### src/rtl/chargen_if.sv
// FIFO write-port bundle between the character generator and a byte FIFO.
// The generator is the master: it drives data and the write strobe and samples the not-full flag.
interface chargen_if;
    logic [7:0] fifo_data;
    logic       n_wr;
    logic       n_full;

    modport master (output fifo_data, output n_wr, input n_full);
    modport slave  (input fifo_data, input n_wr, output n_full);
endinterface

### src/rtl/chargen_ctrl.sv
// Chargen-style rotating character source: LINE_LEN printable bytes then CR LF,
// each line starting one character later in the set than the previous one.
module chargen_ctrl #(
    parameter int unsigned LINE_LEN   = 72,
    parameter logic [7:0]  FIRST_CHAR = 8'h21,
    parameter int unsigned NUM_CHARS  = 95
) (
    input  logic             clk,
    input  logic             rst,
    input  logic             en,
    chargen_if.master        fifo,
    output logic             busy,
    output logic [15:0]      line_cnt
);

    typedef enum logic [1:0] {IDLE, CHAR, CR, LF} state_t;

    localparam logic [7:0] LAST_IDX = 8'(NUM_CHARS - 1);
    localparam logic [7:0] LAST_COL = 8'(LINE_LEN - 1);
    localparam logic [7:0] CR_CODE  = 8'h0D;
    localparam logic [7:0] LF_CODE  = 8'h0A;

    function automatic logic [7:0] idx_inc(input logic [7:0] idx);
        return (idx == LAST_IDX) ? 8'd0 : idx + 8'd1;
    endfunction

    state_t      state_q, state_d;
    logic [7:0]  cur_idx_q, cur_idx_d;
    logic [7:0]  line_start_q, line_start_d;
    logic [7:0]  column_q, column_d;
    logic [15:0] line_cnt_q, line_cnt_d;
    logic        accept;

    // Data depends on registered state only; n_full only gates the strobe.
    always_comb begin
        accept         = (state_q != IDLE) && fifo.n_full;
        fifo.n_wr      = ~accept;
        busy           = (state_q != IDLE);
        line_cnt       = line_cnt_q;
        fifo.fifo_data = 8'h00;
        unique case (state_q)
            CHAR:    fifo.fifo_data = FIRST_CHAR + cur_idx_q;
            CR:      fifo.fifo_data = CR_CODE;
            LF:      fifo.fifo_data = LF_CODE;
            default: fifo.fifo_data = 8'h00;
        endcase
    end

    always_comb begin
        state_d      = state_q;
        cur_idx_d    = cur_idx_q;
        line_start_d = line_start_q;
        column_d     = column_q;
        line_cnt_d   = line_cnt_q;
        unique case (state_q)
            IDLE: begin
                if (en) state_d = CHAR;
            end
            CHAR: begin
                if (accept) begin
                    cur_idx_d = idx_inc(cur_idx_q);
                    column_d  = column_q + 8'd1;
                    if (column_q == LAST_COL) state_d = CR;
                end
            end
            CR: begin
                if (accept) state_d = LF;
            end
            LF: begin
                // en is only consulted here, so a line is never cut short.
                if (accept) begin
                    line_start_d = idx_inc(line_start_q);
                    cur_idx_d    = idx_inc(line_start_q);
                    column_d     = 8'd0;
                    line_cnt_d   = line_cnt_q + 16'd1;
                    state_d      = en ? CHAR : IDLE;
                end
            end
            default: state_d = IDLE;
        endcase
    end

    always_ff @(posedge clk) begin
        if (rst) begin
            state_q      <= IDLE;
            cur_idx_q    <= 8'd0;
            line_start_q <= 8'd0;
            column_q     <= 8'd0;
            line_cnt_q   <= 16'd0;
        end else begin
            state_q      <= state_d;
            cur_idx_q    <= cur_idx_d;
            line_start_q <= line_start_d;
            column_q     <= column_d;
            line_cnt_q   <= line_cnt_d;
        end
    end

endmodule

### src/flat_wrapper.sv
// flat-port wrapper written by rule: the top's interface ports become plain ports
module chargen_ctrl_flat 
#(
    parameter int unsigned LINE_LEN   = 72,
    parameter logic [7:0]  FIRST_CHAR = 8'h21,
    parameter int unsigned NUM_CHARS  = 95
)
  (clk, rst, en, busy, line_cnt, fifo_fifo_data, fifo_n_wr, fifo_n_full);
  chargen_if fifo_i ();
  input  logic clk;
  input  logic rst;
  input  logic en;
  output logic busy;
  output logic [15:0] line_cnt;
  output wire logic [$bits(fifo_i.fifo_data)-1:0] fifo_fifo_data;
  output wire logic [$bits(fifo_i.n_wr)-1:0] fifo_n_wr;
  input wire logic [$bits(fifo_i.n_full)-1:0] fifo_n_full;
  assign fifo_fifo_data = fifo_i.fifo_data;
  assign fifo_n_wr = fifo_i.n_wr;
  assign fifo_i.n_full = fifo_n_full;
  chargen_ctrl #(.LINE_LEN(LINE_LEN), .FIRST_CHAR(FIRST_CHAR), .NUM_CHARS(NUM_CHARS)) u_core (.clk(clk), .rst(rst), .en(en), .fifo(fifo_i), .busy(busy), .line_cnt(line_cnt));
endmodule
### config.mk
export PLATFORM = sky130hd
export DESIGN_NAME = chargen_ctrl_flat
export DESIGN_NICKNAME = d
export VERILOG_FILES = /design/src/rtl/chargen_if.sv /design/src/rtl/chargen_ctrl.sv /design/src/flat_wrapper.sv
export SDC_FILE = /design/constraint.sdc
export NUM_CORES = 1
export LEC_CHECK = 0
export ABC_AREA = 1
export BUFFER_PORTS_ARGS = -buffer_cell sky130_fd_sc_hd__buf_4
export CAP_MARGIN = 10
export CORE_MARGIN = 2
export CORE_UTILIZATION = 30
export DETAILED_ROUTE_END_ITERATION = 8
export PLACE_DENSITY = 0.5
export SLEW_MARGIN = 15
export SYNTH_ARGS = -nofsm -noshare
export SYNTH_HDL_FRONTEND = slang
export SYNTH_SLANG_ARGS = --single-unit
### constraint.sdc
create_clock -name clk -period 1.58 [get_ports clk]
set_input_delay 0.237 -clock clk [delete_from_list [all_inputs] [get_ports clk]]
set_output_delay 0.237 -clock clk [all_outputs]
set_load 0.02 [all_outputs]
# Word-level counts from Yosys, hierarchy flattened
# Cells that the tools add are included.
[op_classes]
n_eq_ne = 11
n_bitwise = 1
mux = 16
n_addsub = 5
reduce_logical = 7
[op_table]
columns = ["operator", "count"]
rows = [
  ["two-way mux 8 bit", 6],
  ["one-hot mux 8 bit (2 select lines)", 2],
  ["adder 8 x 1 -> 8 bit, second input constant", 3],
  ["equality test 8 x 7 -> 1 bit, second input constant", 3],
  ["one-hot mux 8 bit (3 select lines)", 1],
  ["adder 16 x 1 -> 16 bit, second input constant", 1],
  ["two-way mux 2 bit", 5],
  ["adder 6 x 8 -> 8 bit, first input constant", 1],
  ["!= test 2 x 1 -> 1 bit, second input constant", 4],
  ["one-hot mux 2 bit (4 select lines)", 1],
  ["AND reduction 5 bit", 1],
  ["equality test 2 bit, second input constant", 2],
  ["nonzero test 2 bit", 2],
  ["AND reduction 3 bit", 1],
  ["equality test 2 x 1 -> 1 bit, second input constant", 1],
  ["logical NOT 2 bit", 1],
  ["!= test 2 bit, second input constant", 1],
  ["AND reduction 2 bit", 1],
  ["logical AND 1 bit", 1],
  ["two-way mux 1 bit", 1],
  ["inverter 1 bit", 1],
]
[word_totals]
elab_cells = 45
ff_bits = 42
inputBits = 4
output_inout_bits = 26

# Logic depth before layout (Yosys ltp)
[depth]
ltp_word = 4
mapped_depth = 11
depth_no_buf = 11

# Least setup slack after synthesis
# Ideal clock, no wire load.
[synth_path]
path_type = "reg2reg"
startpoint = "register u_core.state_q[0]"
endpoint = "register u_core.column_q[4]"
t_arrival_ns = 1.723
required_ns = 1.461
n_path_buf = 0
setup_slack_ns = -0.263
synth_period_minus_slack_ns = 1.843
stages_incl_launch_ff = 11
setup_time_ns = 0.119
path_cell_list = "dfxtp_1 -> inv_1 -> ha_1 -> inv_2 -> nand2_1 -> nor2_4 -> inv_2 -> nor2_2 -> nand2_1 -> o21ai_0 -> a21oi_1"
[synth_between]
elab_chain_cells = 4
elab_cells_between_ends = 9
cone_classes = "4 x eq/ne; 1 x mux; 4 x reduce/logical"
[synth_rtl]
columns = ["item", "line_no", "rtl"]
rows = [
  ["start: declaration", "chargen_ctrl.sv:27", "state_t state_q, state_d;"],
  ["start signal: assignment", "chargen_ctrl.sv:91", "state_q <= state_d;"],
  ["nonzero test 2 bit (*)", "n/a", ""],
  ["named net busy", "flat_wrapper.sv:13", "output logic busy;"],
  ["logical AND 1 bit (*)", "chargen_ctrl.sv:36", "accept = (state_q != IDLE) && fifo.n_full;"],
  ["!= test 2 x 1 -> 1 bit (no line)", "n/a", ""],
  ["AND reduction 3 bit (no line) (*)", "n/a", ""],
  ["end signal: assignment", "chargen_ctrl.sv:94", "column_q <= column_d;"],
  ["end: declaration", "chargen_ctrl.sv:30", "logic [7:0] column_q, column_d;"],
]
# The timed path passes the listed nets; every way through them passes the cells marked *.
# A chain may end at the register's enable or synchronous reset.

# Worst setup path in the final report
[layout_path]
startpoint = "register u_core.cur_idx_q[1]"
endpoint = "output fifo_fifo_data[6]"
[layout_between]
elab_chain_cells = 2
[layout_rtl]
columns = ["item", "line_no", "rtl"]
rows = [
  ["start: declaration", "chargen_ctrl.sv:28", "logic [7:0] cur_idx_q, cur_idx_d;"],
  ["start signal: assignment", "chargen_ctrl.sv:92", "cur_idx_q <= cur_idx_d;"],
  ["adder 6 x 8 -> 8 bit", "chargen_ctrl.sv:42", "CHAR: fifo.fifo_data = FIRST_CHAR + cur_idx_q;"],
  ["one-hot mux 8 bit (3 select lines)", "chargen_ctrl.sv:41", "unique case (state_q)"],
  ["end: declaration", "flat_wrapper.sv:15", "output wire logic [$bits(fifo_i.fifo_data)-1:0] fifo_fifo_data;"],
]
# No other way between the ends.

==> summary.txt <==
Worst hold path
  • HP Class: in -> reg
  • Hold path cells: 2
  • Worst hold start: rst
  • Hold EP: u_core.line_cnt[13]

Logic synthesis
  • Synthesized-area fraction occupied by adder cells: 0.05416
  • Unique masters post-synth: 30
  • Yosys top cell area share: 0.3309
  • Post-Synth XOR/XNOR Area: 0.006893
  • Synth area leaders: dfxtp_1 (33%), nand2_1 (14%), inv_1 (8.9%)
  • Cell Area, Synth: roughly 0.0025 mm^2
  • Mux cell area share after synthesis: 0
  • Post-Synthesis Cells: 395
  • Synth Net Count: 410
  • Number of synthesis warnings: 0
  • Yosys top cell by area: dfxtp_1
  • Seq/Total Area, Yosys: 0.3309
  • Avg Synthesized Cell Area: roughly 6.4 um^2
  • Simple-Gate Fraction of Synth Area: 0.3885
  • Largest family of logic cells by synthesized area: simple AND/OR/NAND/NOR gates
  • #FFs+latches synth: between 40 and 50
  • Post-synthesis compound-gate area fraction: 0.1137

Routing
  • Vias/cell: approximately 4.7
  • Antenna viol nets, final: 0
  • First-pass iteration count of the detailed router: 4
  • Initial drt markers: approximately 100
  • Routed len/inst: approximately 12 um
  • WL final: 6834 um
  • Drc violations: 0
  • Via count: ~2700

Floorplan
  • Number of I/O pins: 30
  • Full die area: just over 0.009 mm^2
  • FP Rows: 33
  • Die W: about 96 um
  • Core ar.: around 0.008 mm^2
  • Starting density of the core: 0.3093
  • Die H: 96.04 um

Outcome
  • Failing checks: negative setup slack
  • Status: finished with violations

Worst setup path
  • Worst r2r src: u_core.state_q[0]
  • RR Endpoint: u_core.line_cnt[13]
  • Slowest CP cell: dfxtp_4
  • Worst Setup Start Kind: register
  • Required time of the critical path: 1340 ps
  • Crit-path max FO: 4
  • Cells along the critical path: ha_2 > nand2_4 > nor2_4 > o21ai_1 > a21oi_1 > buf_4
  • CP top delay family: flip-flops
  • Slowest stage delay, CP: ~370 ps
  • Setup Crit Path Kind: reg -> out
  • R2R cell count: 10
  • FF-to-FF setup slack: -70 ps
  • CP Buf/Inv Count: 1
  • CP endpoint kind: output port
  • Worst Path Arrival: around 1400 ps

Clock tree
  • Clk Latency, worst-skew pair: ~300 ps
  • CTS tree: yes
  • Number of buffers created by CTS: 5
  • Clock Path Buffers: 2
  • CTS clk-pin slew, worst paths: 80 ps
  • H-tree depth: 2
  • Clk sink count: 42
  • Clock root buffer: clkbuf_8

Layout
  • Diode count: 0
  • Multi-input gate area: 0.001730 mm^2
  • Area Overhead vs Synth: 45.94%
  • Final net count: 483
  • Most frequent cells in the layout: nand2_1 (84), buf_4 (54), inv_1 (52)
  • Fill cell count: 820
  • Most common cell after layout, fill and taps aside: nand2_1
  • Share of cells above drive strength 1: 0.3312
  • Register Area: about 860 um^2
  • Fin area: between 0.003 and 0.004 mm^2

STA
  • Fmax: ~0.60 GHz
  • Max Slew Vio Count: 0
  • Worst clock skew: ~12 ps
  • Min Tclk post-route: ~1700 ps
  • Worst slew pin tran: roughly 350 ps
  • Final hold slack: between 200 and 300 ps
  • Final Cycle Share: 1.054
  • Slew Limit Headroom: 0.7633
  • Final Hold Viols: 0
  • RSZ-0062 raised after global routing: true
  • Finish-stage setup viols: 16
  • Final worst setup slack: -85.20 ps

Pwr
  • Leakage power: between 1.5 and 2 nW
  • Pwr Density: between 800 and 900 mW/mm^2
  • Maximum VDD drop: roughly 0.00036 V

Placement
  • GPL Wtd Cong: between 0.7 and 0.8
  • Post-DP HPWL: ~5000 um
  • DP Area: between 0.003 and 0.004 mm^2
  • Pre-CTS setup slack: -24.20 ps
  • Port Buffer Count: 29

GRT
  • Vias in the first global route: around 2400
  • First-pass GRT wire length: 10980 um
  • GRT Residual Overflow: 0
  • Initial antenna violation count: 0
  • Tot GR Track Use: 0.1525
  • Largest net degree at the start of global routing: 22

Run
  • Maxcap violations: 0
## worst max-delay path by stage
stage	from	end	slack, ps	cells after the start
detailed placement	u_core.state_q[1]	u_core.cur_idx_q[0]	-20	9
global route	u_core.cur_idx_q[1]	fifo_fifo_data[7]	-210	7
finish	u_core.cur_idx_q[1]	fifo_fifo_data[6]	-90	6
global placement	u_core.state_q[1]	u_core.state_q[1]	2	8
CTS	u_core.cur_idx_q[1]	fifo_fifo_data[3]	-100	6
floorplan	u_core.state_q[1]	u_core.column_q[4]	-5	10
## cell type report
cell class / instances / share of cell area
clock buffer: 6 / 0.02227
clock inverter: 1 / 0.008097
inverter: 63 / 0.06815
multi-input combinational: 283 / 0.4666
sequential: 42 / 0.2314
tap: 105 / 0.03543
timing repair buffer: 73 / 0.1680
## cell families after synthesis
kind of cell	after synthesis
compound gates	53
simple gates	217
buf+inv	70
fa+ha+maj	11
flops	42
xor+xnor	2
## metal layers
layer / share of wire / vias to the layer above / GRT usage
met5: 0 / - / 0
met4: 0.0085 / 0 / 0.03571
met3: 0.029 / 4 / 0.02271
met2: 0.47 / 34 / 0.2593
met1: 0.49 / 1211 / 0.2027
li1: - / 1424 / -
## where the power goes
part / leakage (nW) / switching [mW] / internal (mW)
Clock: 0.0573 / 0.372 / 0.506
Sequential: 0.343 / 0.0686 / 1.12
Combinational: 1.24 / 0.647 / 0.535
## Yosys cell counts, drive strengths merged
| cell | count |
|---|---|
| o21ai | 16 |
| nand4 | 15 |
| xor2 | 2 |
| nor2 | 59 |
| ha | 11 |
| nand3 | 41 |
| nor3 | 6 |
| o21bai | 1 |
| o22ai | 2 |
| clkbuf | 4 |
| clkinv | 1 |
| buf | 3 |
| a21oi | 25 |
| a22o | 1 |
| nor3b | 1 |
| o31ai | 1 |
| a211oi | 1 |
| dfxtp | 42 |
| inv | 62 |
| a31oi | 4 |
| nand2 | 95 |
| o21a | 2 |
## through the flow
step / cells / total power [mW] / setup TNS (ps) / utilization
6_report: 573 / 3.252 / -761.6 / 0.4513
3_3_place_gp: 552 / 2.064 / 0 / 0.3778
5_1_grt: 573 / 3.456 / -3107 / 0.4513
2_1_floorplan: 395 / 1.733 / -5.044 / -
4_1_cts: 567 / 3.145 / -639.3 / 0.4142
3_5_place_dp: 552 / 2.066 / -61.17 / 0.3778
## state kept, by name, indices dropped and copies added, names as in the netlist
signal and cells:
u_core.line_cnt 16, u_core.column_q 8, u_core.cur_idx_q 8, u_core.line_start_q 8
u_core.state_q 2
## timing repair
item	4_1_cts	5_1_grt
hold buffers	0	0
gates resized for setup	39	78
buffers inserted	8	6
setup endpoints to repair	16	33
pin swaps	14	20
Note: power is estimated with default switching activity, not from simulation.
